<file path="src/rtl/definitions.sv">
// Shared types for the control sequencer: operation mnemonics, FSM states and opcode encodings.
package definitions;

    typedef enum logic [2:0] {
        LW,
        SW,
        SET,
        BNE,
        PAR,
        ADD,
        XOR,
        LSOR
    } op_mne;

    typedef enum logic [2:0] {
        IDLE,
        FETCH,
        DECODE,
        EXEC,
        MEM,
        WB,
        HALT,
        ERR
    } ctrl_state_t;

    localparam logic [2:0] OPC_MEM  = 3'b000;
    localparam logic [2:0] OPC_ILL  = 3'b001;
    localparam logic [2:0] OPC_SET  = 3'b010;
    localparam logic [2:0] OPC_BNE  = 3'b011;
    localparam logic [2:0] OPC_PAR  = 3'b100;
    localparam logic [2:0] OPC_ADD  = 3'b101;
    localparam logic [2:0] OPC_XOR  = 3'b110;
    localparam logic [2:0] OPC_LSOR = 3'b111;

endpackage

</file>
<file path="src/rtl/op_decode.sv">
// Combinational instruction decoder: opcode to mnemonic, plus illegal and halt flags.
module op_decode
    import definitions::*;
#(
    parameter int unsigned        INSTR_W    = 9,
    parameter logic [INSTR_W-1:0] HALT_INSTR = '1
) (
    input  logic [INSTR_W-1:0] instr,
    output op_mne              op_c,
    output logic               illegal_c,
    output logic               halt_c
);

    logic [2:0] opcode;
    logic       sub;

    assign opcode = instr[INSTR_W-1 -: 3];
    assign sub    = instr[INSTR_W-4];
    assign halt_c = (instr == HALT_INSTR);

    always_comb begin
        op_c      = LW;
        illegal_c = 1'b0;
        case (opcode)
            OPC_MEM:  op_c = sub ? SW : LW;
            OPC_ILL:  illegal_c = 1'b1;
            OPC_SET:  op_c = SET;
            OPC_BNE:  op_c = BNE;
            OPC_PAR:  op_c = PAR;
            OPC_ADD:  op_c = ADD;
            OPC_XOR:  op_c = XOR;
            OPC_LSOR: op_c = LSOR;
        endcase
    end

endmodule

</file>
<file path="src/rtl/ctrl_sequencer.sv">
// Multi-cycle control sequencer: fetch/decode/exec/mem/wb FSM with memory timeout and
// saturating cycle/retire counters. Every output is a flop.
module ctrl_sequencer
    import definitions::*;
#(
    parameter int unsigned        INSTR_W     = 9,
    parameter int unsigned        MEM_TIMEOUT = 16,
    parameter int unsigned        CNT_W       = 16,
    parameter logic [INSTR_W-1:0] HALT_INSTR  = '1
) (
    input  logic               Clk,
    input  logic               Reset,
    input  logic               start,
    input  logic [INSTR_W-1:0] instr,
    input  logic               instr_valid,
    input  logic               mem_ack,
    output op_mne              alu_op,
    output logic               pc_en,
    output logic               branch_en,
    output logic               reg_we,
    output logic               mem_req,
    output logic               mem_we,
    output logic               done,
    output logic               err,
    output logic [CNT_W-1:0]   cyc_cnt,
    output logic [CNT_W-1:0]   retire_cnt
);

    localparam int unsigned TMO_W = $clog2(MEM_TIMEOUT + 1);

    ctrl_state_t      state;
    ctrl_state_t      state_next;
    op_mne            dec_op;
    logic             dec_illegal;
    logic             dec_halt;
    logic             illegal_q;
    logic             halt_q;
    logic [TMO_W-1:0] mem_cnt;
    logic             mem_expired;
    logic             cyc_active;

    logic pc_en_d;
    logic branch_en_d;
    logic reg_we_d;
    logic mem_req_d;
    logic mem_we_d;
    logic done_d;
    logic err_d;

    // The fetched word is kept in decoded form, so alu_op is already valid in DECODE.
    op_decode #(
        .INSTR_W    (INSTR_W),
        .HALT_INSTR (HALT_INSTR)
    ) u_op_decode (
        .instr     (instr),
        .op_c      (dec_op),
        .illegal_c (dec_illegal),
        .halt_c    (dec_halt)
    );

    assign mem_expired = (mem_cnt == TMO_W'(MEM_TIMEOUT));
    assign cyc_active  = !(state inside {IDLE, HALT, ERR});

    always_ff @(posedge Clk or posedge Reset) begin
        if (Reset) begin
            state <= IDLE;
        end else begin
            state <= state_next;
        end
    end

    // Outputs are computed for the state being entered and registered alongside it.
    always_comb begin
        state_next  = state;
        pc_en_d     = 1'b0;
        branch_en_d = 1'b0;
        reg_we_d    = 1'b0;
        mem_req_d   = 1'b0;
        mem_we_d    = 1'b0;
        done_d      = 1'b0;
        err_d       = 1'b0;

        case (state)
            IDLE:   if (start) state_next = FETCH;
            FETCH:  if (instr_valid) state_next = DECODE;
            DECODE: begin
                if (halt_q)         state_next = HALT;
                else if (illegal_q) state_next = ERR;
                else                state_next = EXEC;
            end
            EXEC: begin
                case (alu_op)
                    LW, SW:  state_next = MEM;
                    BNE:     state_next = FETCH;
                    default: state_next = WB;
                endcase
            end
            MEM: begin
                // An ack in the final allowed cycle wins over the timeout.
                if (mem_ack) begin
                    state_next = (alu_op == SW) ? FETCH : WB;
                    pc_en_d    = (alu_op == SW);
                end else if (mem_expired) begin
                    state_next = ERR;
                end
            end
            WB:     state_next = FETCH;
            HALT:   if (start) state_next = FETCH;
            ERR:    state_next = ERR;
            default: state_next = IDLE;
        endcase

        mem_req_d   = (state_next == MEM);
        mem_we_d    = mem_req_d && (alu_op == SW);
        branch_en_d = (state == DECODE) && (state_next == EXEC) && (alu_op == BNE);
        reg_we_d    = (state_next == WB);
        pc_en_d     = pc_en_d || branch_en_d || reg_we_d;
        done_d      = (state_next == HALT);
        err_d       = (state_next == ERR);
    end

    always_ff @(posedge Clk or posedge Reset) begin
        if (Reset) begin
            pc_en      <= 1'b0;
            branch_en  <= 1'b0;
            reg_we     <= 1'b0;
            mem_req    <= 1'b0;
            mem_we     <= 1'b0;
            done       <= 1'b0;
            err        <= 1'b0;
            alu_op     <= LW;
            illegal_q  <= 1'b0;
            halt_q     <= 1'b0;
            mem_cnt    <= '0;
            cyc_cnt    <= '0;
            retire_cnt <= '0;
        end else begin
            pc_en     <= pc_en_d;
            branch_en <= branch_en_d;
            reg_we    <= reg_we_d;
            mem_req   <= mem_req_d;
            mem_we    <= mem_we_d;
            done      <= done_d;
            err       <= err_d;

            if (state == FETCH && instr_valid) begin
                alu_op    <= dec_op;
                illegal_q <= dec_illegal;
                halt_q    <= dec_halt;
            end

            // mem_cnt reads 1 in the first MEM cycle.
            if (state_next == MEM) begin
                mem_cnt <= (state == MEM) ? mem_cnt + TMO_W'(1) : TMO_W'(1);
            end else begin
                mem_cnt <= '0;
            end

            if (cyc_active && cyc_cnt != '1) begin
                cyc_cnt <= cyc_cnt + CNT_W'(1);
            end
            if (pc_en_d && retire_cnt != '1) begin
                retire_cnt <= retire_cnt + CNT_W'(1);
            end
        end
    end

endmodule

</file>
<file path="config.mk">
export PLATFORM = sky130hd
export DESIGN_NAME = ctrl_sequencer
export DESIGN_NICKNAME = d
export VERILOG_FILES = /design/src/rtl/definitions.sv /design/src/rtl/op_decode.sv /design/src/rtl/ctrl_sequencer.sv
export SDC_FILE = /design/constraint.sdc
export NUM_CORES = 1
export LEC_CHECK = 0
export CORE_MARGIN = 2
export CORE_UTILIZATION = 39
export CTS_BUF_LIST = sky130_fd_sc_hd__clkbuf_4
export DETAILED_ROUTE_END_ITERATION = 10
export DONT_BUFFER_PORTS = 1
export PLACE_DENSITY = 0.6
export RECOVER_POWER = 25
export SYNTH_ARGS = -nofsm -noshare
export SYNTH_HDL_FRONTEND = slang
export SYNTH_SLANG_ARGS = --single-unit
</file>
<file path="constraint.sdc">
create_clock -name Clk -period 4.2 [get_ports Clk]
set_input_delay 0.42 -clock Clk [delete_from_list [all_inputs] [get_ports Clk]]
set_output_delay 0.42 -clock Clk [all_outputs]
set_load 0.05 [all_outputs]
</file>
# [Word-level counts from Yosys, hierarchy flattened]
# Index checks and enable logic that the tools add are counted.
[word_totals] word_cells=73 out_inout_bits=42 ram_bits=0 memories=0 romBits=0 inputBits=14 ff_bits=52 latch_bits=0
[op_classes] n_lt_le_gt_ge=0 n_shift=0 reduce_logical=15 muxes=16 n_addsub=3 n_bitwise=0 mul=0 div_mod_pow=0 eq_ne=25
[op_table] op="3-bit one-hot mux with 7 select lines" count=2
[op_table] op="3-bit equality test (second input constant)" count=12
[op_table] op="16-bit by 1-bit adder with 16-bit output (second input constant)" count=2
[op_table] op="16-bit != test (second input constant)" count=2
[op_table] op="3-bit 2-to-1 mux" count=7
[op_table] op="3-bit by 2-bit equality test with 1-bit output (second input constant)" count=6
[op_table] op="5-bit 2-to-1 mux" count=2
[op_table] op="3-bit by 1-bit equality test with 1-bit output (second input constant)" count=3
[op_table] op="9-bit equality test (second input constant)" count=1
[op_table] op="3-bit logical NOT" count=3
[op_table] op="1-bit logical AND" count=6
[op_table] op="3-bit one-hot mux with 2 select lines" count=1
[op_table] op="5-bit by 1-bit adder with 5-bit output (second input constant)" count=1
[op_table] op="5-bit equality test (second input constant)" count=1
[op_table] op="1-bit 2-to-1 mux" count=4
[op_table] op="2-bit OR reduction" count=2
[op_table] op="3-bit nonzero test" count=1
[op_table] op="1-bit logical OR" count=2
[op_table] op="1-bit logical NOT" count=1

# [Depth between registers and ports, before layout]
[logic_depth] ltp_word=10 mapped_depth=10 ltp_nobuf=9

# [Cells and area by module]
# Synthesis repeated with hierarchy kept, for this count alone.
[hier_totals] hier_cells=227 area_unflattened_um2=2622.5
[modules_own_cells] module="ctrl_sequencer" area_per_inst_um2=2568.7 seq_area_each_um2=1301.2 instances=1 cells_per_inst=217
[modules_own_cells] module="op_decode" area_per_inst_um2=53.8 seq_area_each_um2=0.0 instances=1 cells_per_inst=10

# [Worst setup path after synthesis]
# No wires, ideal clock.
[synth_path] path_kind="reg-to-reg" startpoint="register retire_cnt[0]" endpoint="register retire_cnt[2]" t_required_ns=4.103 t_arrival_ns=2.008 setup_ns=0.097 path_stages_with_launch=10 slack_ns=2.095 path_buffers=1 period_less_slack_ns=2.105 path_cell_list="dfrtp_1 > ha_1 > nand4_1 > nor4_1 > nor3_1 > o2111ai_1 > nand2_1 > buf_4 > a21bo_1 > o31ai_1"
[synth_between] elab_chain_len=2 elab_cells_between_ends=3 cone_classes="add/sub (1); eq/ne (1); reduce/logical (1)"
[synth_rtl] item="start, declared" line="ctrl_sequencer.sv:26" rtl="output logic [CNT_W-1:0] retire_cnt"
[synth_rtl] item="start signal, assigned" line="ctrl_sequencer.sv:163" rtl="retire_cnt <= retire_cnt + CNT_W'(1);"
[synth_rtl] item="branches (longest 2 deep; another with 16-bit by 1-bit adder with 16-bit output)"
# Several ways; the timed one is not identified.
# A chain may end at the register's enable or synchronous reset.

==> impl_metrics.toml <==
[power_and_ir_drop]
pwr-share-clk_pct = 13.4
leakage_nw = 1.12
pwr-share-seq_pct = 63.3
power.switching_w = 0.000776
ir_drop_v = 0.000346
switching_share_pct = 48.1
power.density_mw_per_mm2 = 620
p_int_w = 0.000838
comb_power_share_pct = 23.3

[detailed_routing]
drc = 0
drt_first_pass_iters = 4
first_iter_violations = 81
wl_per_cell_um = 15.1
drtAntennaViolNets = 0
wl_um = 4720
routed_via_density = 5.46
num_vias = 1708

[die]
ios = 56
core.rowCount = 29
coreArea_mm2 = 0.00628
die_y_um = 83.9
die_w_um = 83.9
die_area_mm2 = 0.00704
start_util_pct = 39.7

[worst_setup_path]
critPathLaunchType = "input port"
endpoint = "mem_we$_DFF_PP0_"
cpMaxStageDelayCell = "clkbuf_1"
cp_top_family = "buffers and inverters"
r2r.worst_path.cells = 7
timing.rr.start = "retire_cnt[0]$_DFFE_PP0P_"
cp.arrival_ns = 2.44
critPathBufInv = 2
crit_path_end_kind = "async pin"
r2r_slack_ns = 1.77
max_stage_delay_ns = 1.97
worstPathMaxFanout = 52
crit_required_ns = 4.09
reg2reg_to = "retire_cnt[1]$_DFFE_PP0P_"
startpoint = "Reset"
cp_num_cells = 2
path_class = "in2async"
crit_chain = "inv_1 -> clkbuf_1"

[yosys]
syn_inst = 232
synth-edff-count = 0
synth_area_leaders = "dfrtp_1 52%, xnor2_1 8.4%, nand4_1 4.3%, nand3_1 3.2%, nor2_1 3.2%"
avgSynthCellArea_um2 = 10.7
yosys.area.top_type = "dfrtp_1"
netlist_area_mm2 = 0.00249
ys.flop_type = "dfrtp_1"
synth_common_cells = "52 x dfrtp_1, 24 x xnor2_1, 21 x nor2_1"
synth_most_common_cell = "dfrtp_1"
synth_top_area_share_pct = 52.2
yosysWarnings = 0
synth_cell_type_count = 45
synth-async-reset-ratio_pct = 100
synth.yosys.seq_area_share_pct = 52.2
ys_ff_latch = 52
synth_nets = 250

[flow_run]
cap_violations = 1

[clock_network]
insertion_delay_ns = 0.36
cts_sinks = 52
cts_made_buffers = 5
clockBufferDepth = 2
cts_root_buf = "clkbuf_4"
clk_pin_slew_ns = 0.14
cts_resized = 0
cts_tree = "built"
htreeDepth = 2
postCtsHoldBufs = 0
cts_post_setup_buffers_inserted = 0

[cells_and_area]
synthToLayoutAreaGrowth_pct = 4.52
nNetsFinal = 254
fin_cells = 313
insertedDiodeCount = 0
drive_gt1_share_pct = 8.90
finish.utilization_pct = 41.5

[timing]
min_period_ns = 2.55
fmax_mhz = 392
setup_violations = 0
rsz0062_at_grt = "false"
hold_violations = 0
maxSlewHeadroom_pct = -85.7
tightest_slew_ns = 2.79
fin_crit_sh_pct = 60.7
fin_skew_ns = 0.00902
finalSetupTns_ns = 0
slew_viol_final = 53

[status]
failed_checks = "capacitance limit, slew limit"
status = "finished with violations"

[global_route]
grt.total_usage_pct = 14.6
grt_remaining_overflow = 0
grt_pass1_vias = 1695
antenna_found_initial = 0
grt_pass1_wl_um = 8340
grt_max_degree = 53

[place]
placement.io_buffers = 0
dp.cells = 306
gp_congestion = 0.827
hpwl_um = 3430

[hold_path]
timing.hold.worst.class = "in2reg"
[placed cells by master (no fill, tap or decap), types with 2 or more instances in the layout]
cell      instances
nor3_1            6
xnor2_1          24
clkbuf_4          6
or3_1             2
xor2_1            8
a21oi_1           4
and3_1            4
and2b_1           2
nand3_1          16
and2_1            4
inv_1             6
nor2b_1           2
nand3b_1          2
dfrtp_1          52
nor2_1           21
nor3b_1           3
o21ai_2           2
ha_1              4
nand4_1          17
o21ai_0           3
mux2_2            4
nand2_1          20
[flip-flops by register name, summed over array words and instances (netlist names)]
signal and flops:
cyc_cnt 16, retire_cnt 16, mem_cnt 5, alu_op 3, state 3, branch_en 1
done 1, err 1, halt_q 1, illegal_q 1, mem_req 1, mem_we 1
pc_en 1, reg_we 1
[per-layer routing]
metal | share of wire (%) | vias to the layer above | global-route usage (%)
met5 | 0 | - | 0
met4 | 1.8 | 0 | 4.69
met3 | 5.8 | 9 | 6.03
met2 | 47 | 47 | 23.2
met1 | 45 | 830 | 18.2
li1 | - | 822 | -
[metrics by stage]
| step | cell area, um2 | hold WS (ns) | total power [W] | setup WS [ns] |
|---|---|---|---|---|
| after floorplan | 2490 | 0.442 | 0.00134 | 2.10 |
| after global placement | 2560 | 0.463 | 0.00141 | 1.85 |
| after detailed placement | 2560 | 0.469 | 0.00141 | 1.75 |
| after CTS | 2610 | 0.118 | 0.00163 | 1.72 |
| after global routing | 2600 | 0.167 | 0.00172 | 0.964 |
| final | 2600 | 0.189 | 0.00161 | 1.65 |
[worst min-delay path by stage]
stage	start	endpoint	slack, ns	cells after the start
floorplan	illegal_q$_DFFE_PP0P_	illegal_q$_DFFE_PP0P_	0.44	2
global placement	illegal_q$_DFFE_PP0P_	illegal_q$_DFFE_PP0P_	0.46	2
detailed placement	illegal_q$_DFFE_PP0P_	illegal_q$_DFFE_PP0P_	0.47	2
CTS	Reset	cyc_cnt[4]$_DFFE_PP0P_	0.12	2
global route	instr[7]	alu_op[1]$_DFFE_PP0P_	0.17	1
finish	instr[6]	illegal_q$_DFFE_PP0P_	0.19	2
[power by group through the flow]
stage	clock network [W]	logic, W	registers (W)
final	0.000217	0.000375	0.00102
after global routing	0.000249	0.000428	0.00105
after CTS	0.000227	0.000381	0.00102
after detailed placement	0	0.000379	0.00104
after global placement	0	0.000374	0.00103
after floorplan	0	0.000369	0.000974
[kinds of logic after synthesis]
| kind of cell | after synthesis | share of synthesized area (%) |
|---|---|---|
| flops | 52 | 52.2 |
| compound gates | 19 | 5.83 |
| xor+xnor | 32 | 11.3 |
| fa+ha+maj | 4 | 2.01 |
| simple gates | 109 | 23.6 |
| mux | 5 | 2.41 |
| buf+inv | 11 | 2.66 |
[layout make-up]
type / count / area, um2
clock buffers: 6 / 45.0
clock inverters: 1 / 5.00
fillers: 626 / 3670
inverters: 7 / 28.8
multi-input cells: 169 / 1120
flip-flops and latches: 52 / 1300
well taps: 77 / 96.3
repair buffers: 1 / 3.75
Note: power is estimated with default switching activity, not from simulation.
